### config.mk
export PLATFORM = sky130hd
export DESIGN_NAME = pwm_multi_ch
export DESIGN_NICKNAME = d
export VERILOG_FILES = /design/src/rtl/pwm_pkg.sv /design/src/rtl/pwm_cmp_ch.sv /design/src/rtl/pwm_multi_ch.sv
export SDC_FILE = /design/constraint.sdc
export NUM_CORES = 1
export LEC_CHECK = 0
export ABC_AREA = 1
export CORE_MARGIN = 1
export CORE_UTILIZATION = 62
export CTS_CLUSTER_SIZE = 8
export DETAILED_ROUTE_END_ITERATION = 8
export PLACE_DENSITY = 0.89
export SKIP_CTS_REPAIR_TIMING = 1
export SYNTH_ARGS = -nofsm -noshare
export SYNTH_HDL_FRONTEND = slang
export SYNTH_HIERARCHICAL = 1
export SYNTH_SLANG_ARGS = --single-unit
### constraint.sdc
create_clock -name clk -period 6.85 [get_ports clk]
set_input_delay 1.7125 -clock clk [delete_from_list [all_inputs] [get_ports clk]]
set_output_delay 1.7125 -clock clk [all_outputs]
set_load 0.05 [all_outputs]
### src/rtl/pwm_pkg.sv
// pwm_pkg: types and reset constants shared by the multi-channel PWM files.
package pwm_pkg;

  // Counting style of the shared period counter.
  typedef enum logic {
    PWM_EDGE   = 1'b0,
    PWM_CENTER = 1'b1
  } pwm_mode_e;

  // Widest counter the reset constants cover; modules slice to CTR_LEN.
  localparam int PWM_MAX_W = 32;

  // Period comes out of reset as all-ones, compares as zero (outputs low).
  localparam logic [PWM_MAX_W-1:0] PWM_PERIOD_RST  = '1;
  localparam logic [PWM_MAX_W-1:0] PWM_COMPARE_RST = '0;

endpackage

### src/rtl/pwm_cmp_ch.sv
// pwm_cmp_ch: one PWM channel -- active compare register, unsigned
// comparator against the shared counter, and the registered output.
module pwm_cmp_ch
  import pwm_pkg::*;
#(
  parameter int CTR_LEN = 10
) (
  input  logic               i_clk,
  input  logic               i_rst_n,
  input  logic               i_en,
  input  logic               i_apply,
  input  logic [CTR_LEN-1:0] i_cmpShadow,
  input  logic [CTR_LEN-1:0] i_cnt,
  output logic               o_pwm
);

  localparam logic [CTR_LEN-1:0] L_CMP_RST = PWM_COMPARE_RST[CTR_LEN-1:0];

  logic [CTR_LEN-1:0] r_cmpAct;
  logic               r_pwm;

  // Take the shadow compare only at a boundary that carries a pending update.
  always_ff @(posedge i_clk or negedge i_rst_n) begin
    if (!i_rst_n) begin
      r_cmpAct <= L_CMP_RST;
    end else if (i_apply) begin
      r_cmpAct <= i_cmpShadow;
    end
  end

  // Output is high while the counter is below the compare; forced low when disabled.
  always_ff @(posedge i_clk or negedge i_rst_n) begin
    if (!i_rst_n) begin
      r_pwm <= 1'b0;
    end else if (!i_en) begin
      r_pwm <= 1'b0;
    end else begin
      r_pwm <= (r_cmpAct > i_cnt);
    end
  end

  assign o_pwm = r_pwm;

endmodule

### src/rtl/pwm_multi_ch.sv
// pwm_multi_ch: shared period counter driving CHANNELS duty comparators.
// Period, compares (and mode) are double-buffered and only become active
// at a period boundary, so pulses are never truncated or glitched.
// Optional feature macro: PWM_CENTER_ALIGN_EN adds the mode_in port and an
// up/down counter for center-aligned operation; without it the block is
// edge-aligned only.
module pwm_multi_ch
  import pwm_pkg::*;
#(
  parameter int CTR_LEN  = 10,
  parameter int CHANNELS = 4
) (
  input  logic                         clk,
  input  logic                         rst_n,
  input  logic                         en,
  input  logic                         load,
  input  logic [CTR_LEN-1:0]           period_in,
  input  logic [CHANNELS*CTR_LEN-1:0]  compare_in,
`ifdef PWM_CENTER_ALIGN_EN
  input  logic                         mode_in,
`endif
  output logic [CHANNELS-1:0]          pwm,
  output logic                         period_end,
  output logic                         pending
);

  localparam logic [CTR_LEN-1:0] L_PERIOD_RST = PWM_PERIOD_RST[CTR_LEN-1:0];
  localparam logic [CTR_LEN-1:0] L_CMP_RST    = PWM_COMPARE_RST[CTR_LEN-1:0];
  localparam logic [CTR_LEN-1:0] L_ONE        = {{(CTR_LEN-1){1'b0}}, 1'b1};

  logic [CTR_LEN-1:0]          r_cnt;
  logic [CTR_LEN-1:0]          r_periodAct;
  logic [CTR_LEN-1:0]          r_periodShd;
  logic [CHANNELS*CTR_LEN-1:0] r_cmpShd;
  logic                        r_pending;
  logic                        r_periodEnd;

  logic [CTR_LEN-1:0]          w_edgeNext;
  logic [CTR_LEN-1:0]          w_cntNext;
  logic                        w_boundary;
  logic                        w_apply;
  logic [CHANNELS-1:0]         w_pwm;

  // Edge-aligned sequence 0..P then wrap; the >= also covers P = 0.
  assign w_edgeNext = (r_cnt >= r_periodAct) ? '0 : (r_cnt + L_ONE);

`ifdef PWM_CENTER_ALIGN_EN
  pwm_mode_e r_modeAct;
  pwm_mode_e r_modeShd;
  logic      r_dirDown;
  logic      w_dirDownNext;

  // Center mode runs 0 up to P, P-1 down to 1, then back to 0 (2P clocks).
  always_comb begin
    w_cntNext     = w_edgeNext;
    w_dirDownNext = 1'b0;
    if (r_modeAct == PWM_CENTER) begin
      if (r_dirDown) begin
        if (r_cnt <= L_ONE) begin
          w_cntNext     = '0;
          w_dirDownNext = 1'b0;
        end else begin
          w_cntNext     = r_cnt - L_ONE;
          w_dirDownNext = 1'b1;
        end
      end else if (r_cnt >= r_periodAct) begin
        if (r_periodAct <= L_ONE) begin
          w_cntNext     = '0;
          w_dirDownNext = 1'b0;
        end else begin
          w_cntNext     = r_periodAct - L_ONE;
          w_dirDownNext = 1'b1;
        end
      end else begin
        w_cntNext     = r_cnt + L_ONE;
        w_dirDownNext = 1'b0;
      end
    end
  end

  // Direction flag follows the counter and restarts upward when disabled.
  always_ff @(posedge clk or negedge rst_n) begin
    if (!rst_n) begin
      r_dirDown <= 1'b0;
    end else if (!en) begin
      r_dirDown <= 1'b0;
    end else begin
      r_dirDown <= w_dirDownNext;
    end
  end

  // Mode is shadowed with period/compare and switches only at a boundary.
  always_ff @(posedge clk or negedge rst_n) begin
    if (!rst_n) begin
      r_modeShd <= PWM_EDGE;
      r_modeAct <= PWM_EDGE;
    end else begin
      if (load) begin
        r_modeShd <= pwm_mode_e'(mode_in);
      end
      if (w_apply) begin
        r_modeAct <= r_modeShd;
      end
    end
  end
`else
  assign w_cntNext = w_edgeNext;
`endif

  // A boundary is any enabled cycle whose next count is 0.
  assign w_boundary = en & (w_cntNext == '0);
  assign w_apply    = w_boundary & r_pending;

  // Shared period counter; disabling parks it at 0 so restart gives a full period.
  always_ff @(posedge clk or negedge rst_n) begin
    if (!rst_n) begin
      r_cnt <= '0;
    end else if (!en) begin
      r_cnt <= '0;
    end else begin
      r_cnt <= w_cntNext;
    end
  end

  // Shadow capture on load; a load in the boundary cycle keeps pending set,
  // while the active side still receives the pre-load shadow.
  always_ff @(posedge clk or negedge rst_n) begin
    if (!rst_n) begin
      r_periodShd <= L_PERIOD_RST;
      r_cmpShd    <= {CHANNELS{L_CMP_RST}};
      r_pending   <= 1'b0;
    end else begin
      if (load) begin
        r_periodShd <= period_in;
        r_cmpShd    <= compare_in;
      end
      r_pending <= load | (r_pending & ~w_boundary);
    end
  end

  // Active period is swapped in together with the channel compares.
  always_ff @(posedge clk or negedge rst_n) begin
    if (!rst_n) begin
      r_periodAct <= L_PERIOD_RST;
    end else if (w_apply) begin
      r_periodAct <= r_periodShd;
    end
  end

  // One-clock boundary marker aligned with the pwm sample of the last count.
  always_ff @(posedge clk or negedge rst_n) begin
    if (!rst_n) begin
      r_periodEnd <= 1'b0;
    end else begin
      r_periodEnd <= w_boundary;
    end
  end

  for (genvar gi = 0; gi < CHANNELS; gi++) begin : g_ch
    pwm_cmp_ch #(
      .CTR_LEN (CTR_LEN)
    ) u_ch (
      .i_clk       (clk),
      .i_rst_n     (rst_n),
      .i_en        (en),
      .i_apply     (w_apply),
      .i_cmpShadow (r_cmpShd[gi*CTR_LEN +: CTR_LEN]),
      .i_cnt       (r_cnt),
      .o_pwm       (w_pwm[gi])
    );
  end

  assign pwm        = w_pwm;
  assign period_end = r_periodEnd;
  assign pending    = r_pending;

endmodule

=== Word-level counts from Yosys, hierarchy flattened ===
Cells that the tools add are included.

* Logic and storage cells: 32
* Input port bits: 54
* Register bits after elaboration: 116

* Reduce and logical (&&, ||, !) cells: 1
* Add/subtract/negate cells: 1
* Multiplexer cells: 6
* Bitwise logic cells: 5
* Magnitude comparators: 5

{| class="wikitable"
|+ Operators by type and width
! cell !! number
|-
| $gt A10 B10 Y1 || 4
|-
| $mux W10 || 2
|-
| $add A10 B1 Y10 const B || 1
|-
| $ge A10 B10 Y1 || 1
|-
| $logic_not A10 Y1 || 1
|-
| $mux W1 || 4
|-
| $and A1 B1 Y1 || 3
|-
| $not A1 Y1 || 1
|-
| $or A1 B1 Y1 || 1
|}

=== Logic depth before layout (Yosys ltp) ===
Gate-level depths: netlist (run 1).

* Depth in word-level cells: 7
* Mapped depth: 18

=== Modules after synthesis ===
The synthesis (run 1) kept the hierarchy.

{| class="wikitable"
|+ Modules (own cells, without submodules)
! module !! times used !! sequential area each (um2) !! area each (um2) !! cells each
|-
| pwm_multi_ch || 1 || 1826.8 || 3291.9 || 399
|-
| pwm_cmp_ch || 4 || 275.3 || 699.4 || 75
|}

=== Worst setup path after synthesis (run 1) ===
Ideal clock, no wire load.

* Path type: input to register
* Start point: input port en
* End point: register g_ch[0].u_ch.r_cmpAct[1]
* Required time: 6725 ps
* Stages on the path: 7
* Library setup time: 125 ps
* Arrival time: 2760 ps
* Path slack: 3966 ps
* Path through: nand3_2 nor2_4 nand3_2 buf_6 inv_2 buf_4 mux2_2

* Word-level cells in the longest chain between the ends: 2

{| class="wikitable"
|+ RTL lines
! what !! line !! text
|-
| start, declared || pwm_multi_ch.sv:15 || <nowiki>input logic en,</nowiki>
|-
| $and A1 B1 Y1 || pwm_multi_ch.sv:111 || <nowiki>assign w_boundary = en & (w_cntNext == '0);</nowiki>
|-
| $and A1 B1 Y1 || pwm_multi_ch.sv:112 || <nowiki>assign w_apply = w_boundary & r_pending;</nowiki>
|-
| named net w_apply || pwm_multi_ch.sv:41 || <nowiki>logic w_apply;</nowiki>
|-
| end signal, assigned || pwm_cmp_ch.sv:27 || <nowiki>r_cmpAct <= i_cmpShadow;</nowiki>
|-
| end, declared || pwm_cmp_ch.sv:19 || <nowiki>logic [CTR_LEN-1:0] r_cmpAct;</nowiki>
|}

The timed path passes the listed nets, and every way through them passes these cells.
A chain may end at the register's enable or synchronous reset.

=== Worst setup path in the final report (run 1) ===
* Start point: register r_cnt[0]
* End point: register g_ch[2].u_ch.r_cmpAct[3]

* Word-level cells in the longest chain between the ends: 5
* Elaborated cells between the ends (all ways): 6
* Classes of those cells: add/sub (1); order compare (1); mux (1); bitwise (2); reduce/logical (1)

{| class="wikitable"
|+ RTL lines
! what !! line !! text
|-
| start, declared || pwm_multi_ch.sv:31 || <nowiki>logic [CTR_LEN-1:0] r_cnt;</nowiki>
|-
| start signal, assigned || pwm_multi_ch.sv:121 || <nowiki>r_cnt <= w_cntNext;</nowiki>
|-
| $add A10 B1 Y10 / $ge A10 B10 Y1 (equally long branches) || pwm_multi_ch.sv:45 || <nowiki>assign w_edgeNext = (r_cnt >= r_periodAct) ? '0 : (r_cnt + L_ONE);</nowiki>
|-
| $mux W10 (*) || pwm_multi_ch.sv:45 ||
|-
| $logic_not A10 Y1 (*) || pwm_multi_ch.sv:111 ||
|-
| $and A1 B1 Y1 (*) || pwm_multi_ch.sv:111 ||
|-
| $and A1 B1 Y1 (*) || pwm_multi_ch.sv:112 ||
|-
| named net w_apply || pwm_multi_ch.sv:41 ||
|-
| end signal, assigned || pwm_cmp_ch.sv:27 ||
|-
| end, declared || pwm_cmp_ch.sv:19 ||
|}

The timed path passes the listed nets; every way through them passes the cells marked *.

==> results.json, run 1 <==
{
  "nets": 865,
  "initial_core_util_pct": 64.98,
  "rows": 35,
  "yosys-top-cells-area": "dfrtp_1 39%, nand2_1 17%, ha_1 10%, dfstp_2 8.6%, mux2_2 6.7%",
  "min_period_ns": 3.983,
  "tns_ns": 0,
  "clk_pin_slew_ns": 0.06,
  "synth_cells": 699,
  "clockBufferDepth": 2,
  "cts_root_buf": "clkbuf_8",
  "placed_cell_area_mm2": 0.006749,
  "track_usage_pct": 29.28,
  "maxSlewViolCount": 0,
  "status": "finished clean",
  "yosysSeqAreaShare_pct": 48.08,
  "post-synth-top-area-fraction_pct": 39.45,
  "power.switching_mw": 1.045,
  "drt-initial-drc-count": 262,
  "rsz0062_at_grt": "false",
  "yosys_warnings": 6,
  "globalRouteOverflowTotal": 0,
  "required_ns": 7.24,
  "die_y_um": 101.1,
  "htreeDepth": 4,
  "viasPerCell": 5.294,
  "crit_chain": "inv_1 > ha_1 > inv_1 > nand2_1 > nand2_1 > nand2_1 > nand3_1 > nand3_2 > a21oi_1 > nor2_1 > nand3_2 > inv_2 > mux2_2",
  "leakage_nw": 3.695,
  "drv_cap": 0,
  "antenna_cells": 0,
  "wire_per_inst_um": 15.08,
  "grt_pass1_vias": 4933,
  "final_cell_mix": "270 x nand2_1, 96 x dfrtp_1, 94 x inv_1",
  "grt_max_degree": 63,
  "seqCellArea_mm2": 0.002928,
  "power_frac_clock_pct": 30.3,
  "path_buf_inv": 3,
  "grt_pass1_wl_um": 22760,
  "synthesis.nets": 804,
  "drive_above_1_share_pct": 16.19,
  "crit_slowest_cell": "inv_2",
  "dr.pass1.iters": 6,
  "post-route-util_pct": 78.56,
  "setup_viol_count_final": 0,
  "fin_crit_sh_pct": 58.15,
  "synth_area_mm2": 0.006090,
  "seq_power_share_pct": 34.5,
  "die-width_um": 101.1,
  "synth_largest_area_cell": "dfrtp_1",
  "cts_buffers": 17,
  "syn_avg_cell_area_um2": 8.712,
  "stdcell_area_mm2": 0.007362,
  "syn_to_final_growth_pct": 20.90,
  "antenna_found_initial": 0,
  "ios": 60,
  "ant_nets": 0,
  "cts_sinks": 116,
  "fin_worst_skew_ns": 0.008432,
  "io_buffers": 59,
  "powerDensity_mw_per_mm2": 406.8,
  "place_congestion": 0.8781,
  "worst_slew_pin_slew_ns": 0.9141,
  "drc": 0,
  "cp_max_fo": 44,
  "finalPower_mw": 2.995,
  "clock_latency_ns": 0.51,
  "fillers": 602,
  "slew_headroom_pct": 38.97,
  "vias": 4770,
  "cpMostUsedCell": "nand2_1",
  "coreArea_mm2": 0.009371,
  "wirelength_um": 13590,
  "ys_types": 27,
  "path_class": "reg -> reg",
  "start_kind": "flop",
  "worstPathArrival_ns": 4.37,
  "hp-class": "reg -> reg",
  "synth-seq-cells": 116,
  "die_area_mm2": 0.01022,
  "intPower_mw": 1.950,
  "cts_tree": "yes",
  "combinationalPowerShare_pct": 35.2,
  "path_delay_family": "simple AND/OR/NAND/NOR gates",
  "max_stage_delay_ns": 0.77,
  "layout_commonest_cell": "nand2_1",
  "max_freq_mhz": 251.1,
  "peakVddDrop_v": 0.0002558,
  "power.share.switching_pct": 34.88,
  "multi_input_area_mm2": 0.002671,
  "dpl.hpwl_um": 8647,
  "critPathCaptureType": "flop",
  "final-hold-violation-count": 0
}
[metrics by stage]
| stage | setup slack, ns | hold slack, ns | std cells |
|---|---|---|---|
| 3_3_place_gp | 2.624 | 0.4532 | 870 |
| 5_1_grt | 2.639 | 0.4813 | 901 |
| 4_1_cts | 2.967 | 0.4663 | 901 |
| 3_5_place_dp | 2.512 | 0.4563 | 870 |
| 6_report | 2.867 | 0.4667 | 901 |
| 2_1_floorplan | 3.966 | 0.4364 | 699 |
[cells in the mapped netlist, drive strengths merged]
| library cell | n |
|---|---|
| clkbuf | 11 |
| nand2 | 275 |
| buf | 8 |
| ha | 51 |
| xnor2 | 3 |
| inv | 102 |
| mux2 | 36 |
| nand3 | 13 |
| a21oi | 17 |
| xor2 | 2 |
| dfstp | 20 |
| nor2 | 35 |
| nor3 | 6 |
| nand4 | 15 |
| dfrtp | 96 |
| o21ai | 7 |
| clkinv | 2 |
[sequential cells by signal, summed over array words and instances (netlist names)]
signal and cells:
r_cmpShd 40, r_periodAct 10, r_periodShd 10, g_ch.u_ch/o_pwm 4
r_cnt 10, pending 1, g_ch.u_ch/r_cmpAct 40, period_end 1
[power groups by stage]
stage | sequential, mW | clock [mW] | combinational [mW]
6_report | 1.03 | 0.909 | 1.05
2_1_floorplan | 1.03 | 0 | 0.744
4_1_cts | 1.03 | 0.918 | 1.05
5_1_grt | 1.05 | 0.949 | 1.18
3_5_place_dp | 1.03 | 0 | 1.01
3_3_place_gp | 1.02 | 0 | 0.920
[worst register-to-register path, delay by kind of cell, from the launching register on]
family                     cells  cell delay [ns]
muxes                          1             0.45
buffers and inverters          3             0.94
adders and majority gates      1             0.30
and+or+nand+nor                7             1.48
DFF                            1             0.62
AOI/OAI and AO/OA              1             0.07
[cell type report]
type / count / share of cell area, %
Sequential cell: 116 / 39.77
Timing Repair Buffer: 61 / 8.124
Multi-Input combinational cell: 460 / 36.28
Clock inverter: 10 / 2.090
Clock buffer: 21 / 6.237
Tap cell: 129 / 2.192
Inverter: 104 / 5.303
[routing by layer]
metal  vias to the layer above  track usage, %  part of all wire [%]
li1                       2288               -                     -
met1                      2276           33.44                    39
met2                       166           52.80                    53
met3                        40           7.490                   5.2
met4                         0           10.93                   2.4
met5                         -               0                     0
[logic make-up (layout without fill, tap and decap cells)]
| group | Yosys count | count (layout) | share of synthesized area (%) |
|---|---|---|---|
| AND/OR/NAND/NOR | 344 | 344 | 23.61 |
| multiplexers | 36 | 36 | 6.657 |
| AO/OA/AOI/OAI | 24 | 24 | 2.404 |
| buffers and inverters | 123 | 196 | 8.054 |
| flip-flops | 116 | 116 | 48.08 |
| adder cells (fa/ha/maj) | 51 | 51 | 10.48 |
| XOR/XNOR | 5 | 5 | 0.7193 |
[worst paths after layout]
kind	from	to	slack, ns	cells after the start
hold reg to reg	r_periodShd[1]$_DFFE_PN1P_	r_periodShd[1]$_DFFE_PN1P_	0.47	2
max in group asynchronous	rst_n	g_ch[0].u_ch/r_cmpAct[7]$_DFFE_PN0P_	4.39	2
setup reg to reg	r_cnt[0]$_DFF_PN0_	g_ch[2].u_ch/r_cmpAct[3]$_DFFE_PN0P_	2.87	13
min in group asynchronous	rst_n	r_cmpShd[38]$_DFFE_PN0P_	1.25	1
hold / removal	r_periodShd[1]$_DFFE_PN1P_	r_periodShd[1]$_DFFE_PN1P_	0.47	2
setup / recovery	r_cnt[0]$_DFF_PN0_	g_ch[2].u_ch/r_cmpAct[3]$_DFFE_PN0P_	2.87	13
Power figures use the tool's default switching activity.
==> inputs of run 2 (changes only) <==
--- a/config.mk
+++ b/config.mk
@@ -7,10 +7,10 @@
 export LEC_CHECK = 0
 export ABC_AREA = 1
 export CORE_MARGIN = 1
-export CORE_UTILIZATION = 62
+export CORE_UTILIZATION = 57
 export CTS_CLUSTER_SIZE = 8
 export DETAILED_ROUTE_END_ITERATION = 8
-export PLACE_DENSITY = 0.89
+export PLACE_DENSITY = 0.83
 export SKIP_CTS_REPAIR_TIMING = 1
 export SYNTH_ARGS = -nofsm -noshare
 export SYNTH_HDL_FRONTEND = slang
==> constraint.sdc (replaced) <==
create_clock -name clk -period 4.1 [get_ports clk]
set_input_delay 1.025 -clock clk [delete_from_list [all_inputs] [get_ports clk]]
set_output_delay 1.025 -clock clk [all_outputs]
set_load 0.05 [all_outputs]
==> results.json, run 2 (synthesis gave the netlist of run 1 again) <==
{
  "ios": 60,
  "wire_per_inst_um": 14.46,
  "stdcell_area_mm2": 0.007361,
  "tns_ns": 0,
  "slew_headroom_pct": 43.15,
  "drv_cap": 0,
  "clock_latency_ns": 0.53,
  "final-hold-violation-count": 0,
  "cts_tree": "yes",
  "viasPerCell": 5.094,
  "die-width_um": 105.4,
  "worstPathArrival_ns": 3.74,
  "htreeDepth": 4,
  "io_buffers": 59,
  "cts_buffers": 17,
  "seqCellArea_mm2": 0.002928,
  "antenna_found_initial": 0,
  "dpl.hpwl_um": 8910,
  "powerDensity_mw_per_mm2": 656.6,
  "clk_pin_slew_ns": 0.06,
  "dr.pass1.iters": 7,
  "clockBufferDepth": 2,
  "place_congestion": 0.8741,
  "final_cell_mix": "270 x nand2_1, 96 x dfrtp_1, 94 x inv_1",
  "peakVddDrop_v": 0.0003611,
  "reg_top3": "g_ch.u_ch/r_cmpAct: 40 flops, r_cmpShd: 40 flops",
  "placed_cell_area_mm2": 0.006808,
  "min_period_ns": 3.327,
  "multi_input_area_mm2": 0.002671,
  "fillers": 727,
  "ant_nets": 0,
  "die_y_um": 105.4,
  "path_class": "reg -> reg",
  "drc": 0,
  "wirelength_um": 13190,
  "cts_sinks": 116,
  "required_ns": 4.51,
  "vias": 4646,
  "die_area_mm2": 0.01110,
  "rsz0062_at_grt": "false",
  "initial_core_util_pct": 58.99,
  "rows": 37,
  "start_kind": "flop",
  "status": "finished clean",
  "syn_to_final_growth_pct": 20.88,
  "nets": 870,
  "max_freq_mhz": 300.6,
  "globalRouteOverflowTotal": 0,
  "maxSlewViolCount": 0,
  "antenna_cells": 0,
  "fin_crit_sh_pct": 81.14,
  "finalPower_mw": 4.833,
  "setup_viol_count_final": 0,
  "grt_pass1_wl_um": 22740,
  "cp_max_fo": 29,
  "fin_worst_skew_ns": 0.007583,
  "drt-initial-drc-count": 258,
  "critPathCaptureType": "flop",
  "leakage_nw": 3.702,
  "hp-class": "reg -> reg",
  "grt_pass1_vias": 4849,
  "coreArea_mm2": 0.01032,
  "grt_max_degree": 70,
  "layout_commonest_cell": "nand2_1",
  "drive_above_1_share_pct": 16.49,
  "worst_slew_pin_slew_ns": 0.8528,
  "cts_root_buf": "clkbuf_8",
  "track_usage_pct": 26.74
}
## run 2: changes by cell type in the layout (fill, tap and decap cells not counted), sizes merged
cell      before  now
bufinv         4    1
clkinv         6    5
clkinvlp       2    0
clkbuf        21   26
buf            4    9
## run 2: layout make-up
cell class                      count  area share [%]
Inverter                          104           5.303
Clock buffer                       26           6.901
Sequential cell                   116           39.78
Multi-Input combinational cell    460           36.29
Clock inverter                      4          0.6119
Timing Repair Buffer               66           8.805
Tap cell                          136           2.312
## run 2: layer usage
metal,vias up,global-route usage [%],wire length [µm],part of all wire [%]
met2,132,46.15,6619,50
met1,2190,31.06,5496,42
li1,2290,-,-,-
met3,34,7.297,738,5.6
met5,-,0,0,0
met4,0,11.87,334,2.5
## run 2: stage by stage
stage	utilization [%]	hold slack (ns)	setup slack, ns	std cells
2_1_floorplan	-	0.4364	1.571	699
3_5_place_dp	65.94	0.4552	0.7624	882
5_1_grt	71.30	0.4769	0.4604	912
4_1_cts	71.30	0.4643	0.7556	912
3_3_place_gp	65.94	0.4546	0.8478	882
6_report	71.30	0.4633	0.7731	912
## run 2: critical path: stages (launching register included)
cell,delay (ns)
dfrtp_1,0.54
ha_1,0.39
nand2_1,0.07
nor2_1,0.18
nand3_1,0.14
nand2_1,0.09
nor2_2,0.06
nand2_1,0.08
nand3_2,0.09
nor2_4,0.28
nand3_2,0.28
inv_2,0.37
buf_12,0.24
mux2_2,0.37
## run 2: where the power goes
group	total (mW)	leakage (nW)	switching [mW]	internal (mW)
clock	1.38	0.277	0.490	0.890
sequential	1.72	1.40	0.225	1.49
combinational	1.73	2.02	0.973	0.761
## run 2: path summary, 6_finish.rpt
| path | start | end | slack [ns] | cells past startpoint |
|---|---|---|---|---|
| hold reg to reg | r_periodShd[3]$_DFFE_PN1P_ | r_periodShd[3]$_DFFE_PN1P_ | 0.46 | 2 |
| max in group asynchronous | rst_n | r_cmpShd[25]$_DFFE_PN0P_ | 2.62 | 2 |
| hold / removal | r_periodShd[3]$_DFFE_PN1P_ | r_periodShd[3]$_DFFE_PN1P_ | 0.46 | 2 |
| setup reg to reg | r_cnt[5]$_DFF_PN0_ | g_ch[1].u_ch/r_cmpAct[7]$_DFFE_PN0P_ | 0.77 | 13 |
| min in group asynchronous | rst_n | r_cmpShd[35]$_DFFE_PN0P_ | 0.60 | 1 |
| setup / recovery | r_cnt[5]$_DFF_PN0_ | g_ch[1].u_ch/r_cmpAct[7]$_DFFE_PN0P_ | 0.77 | 13 |
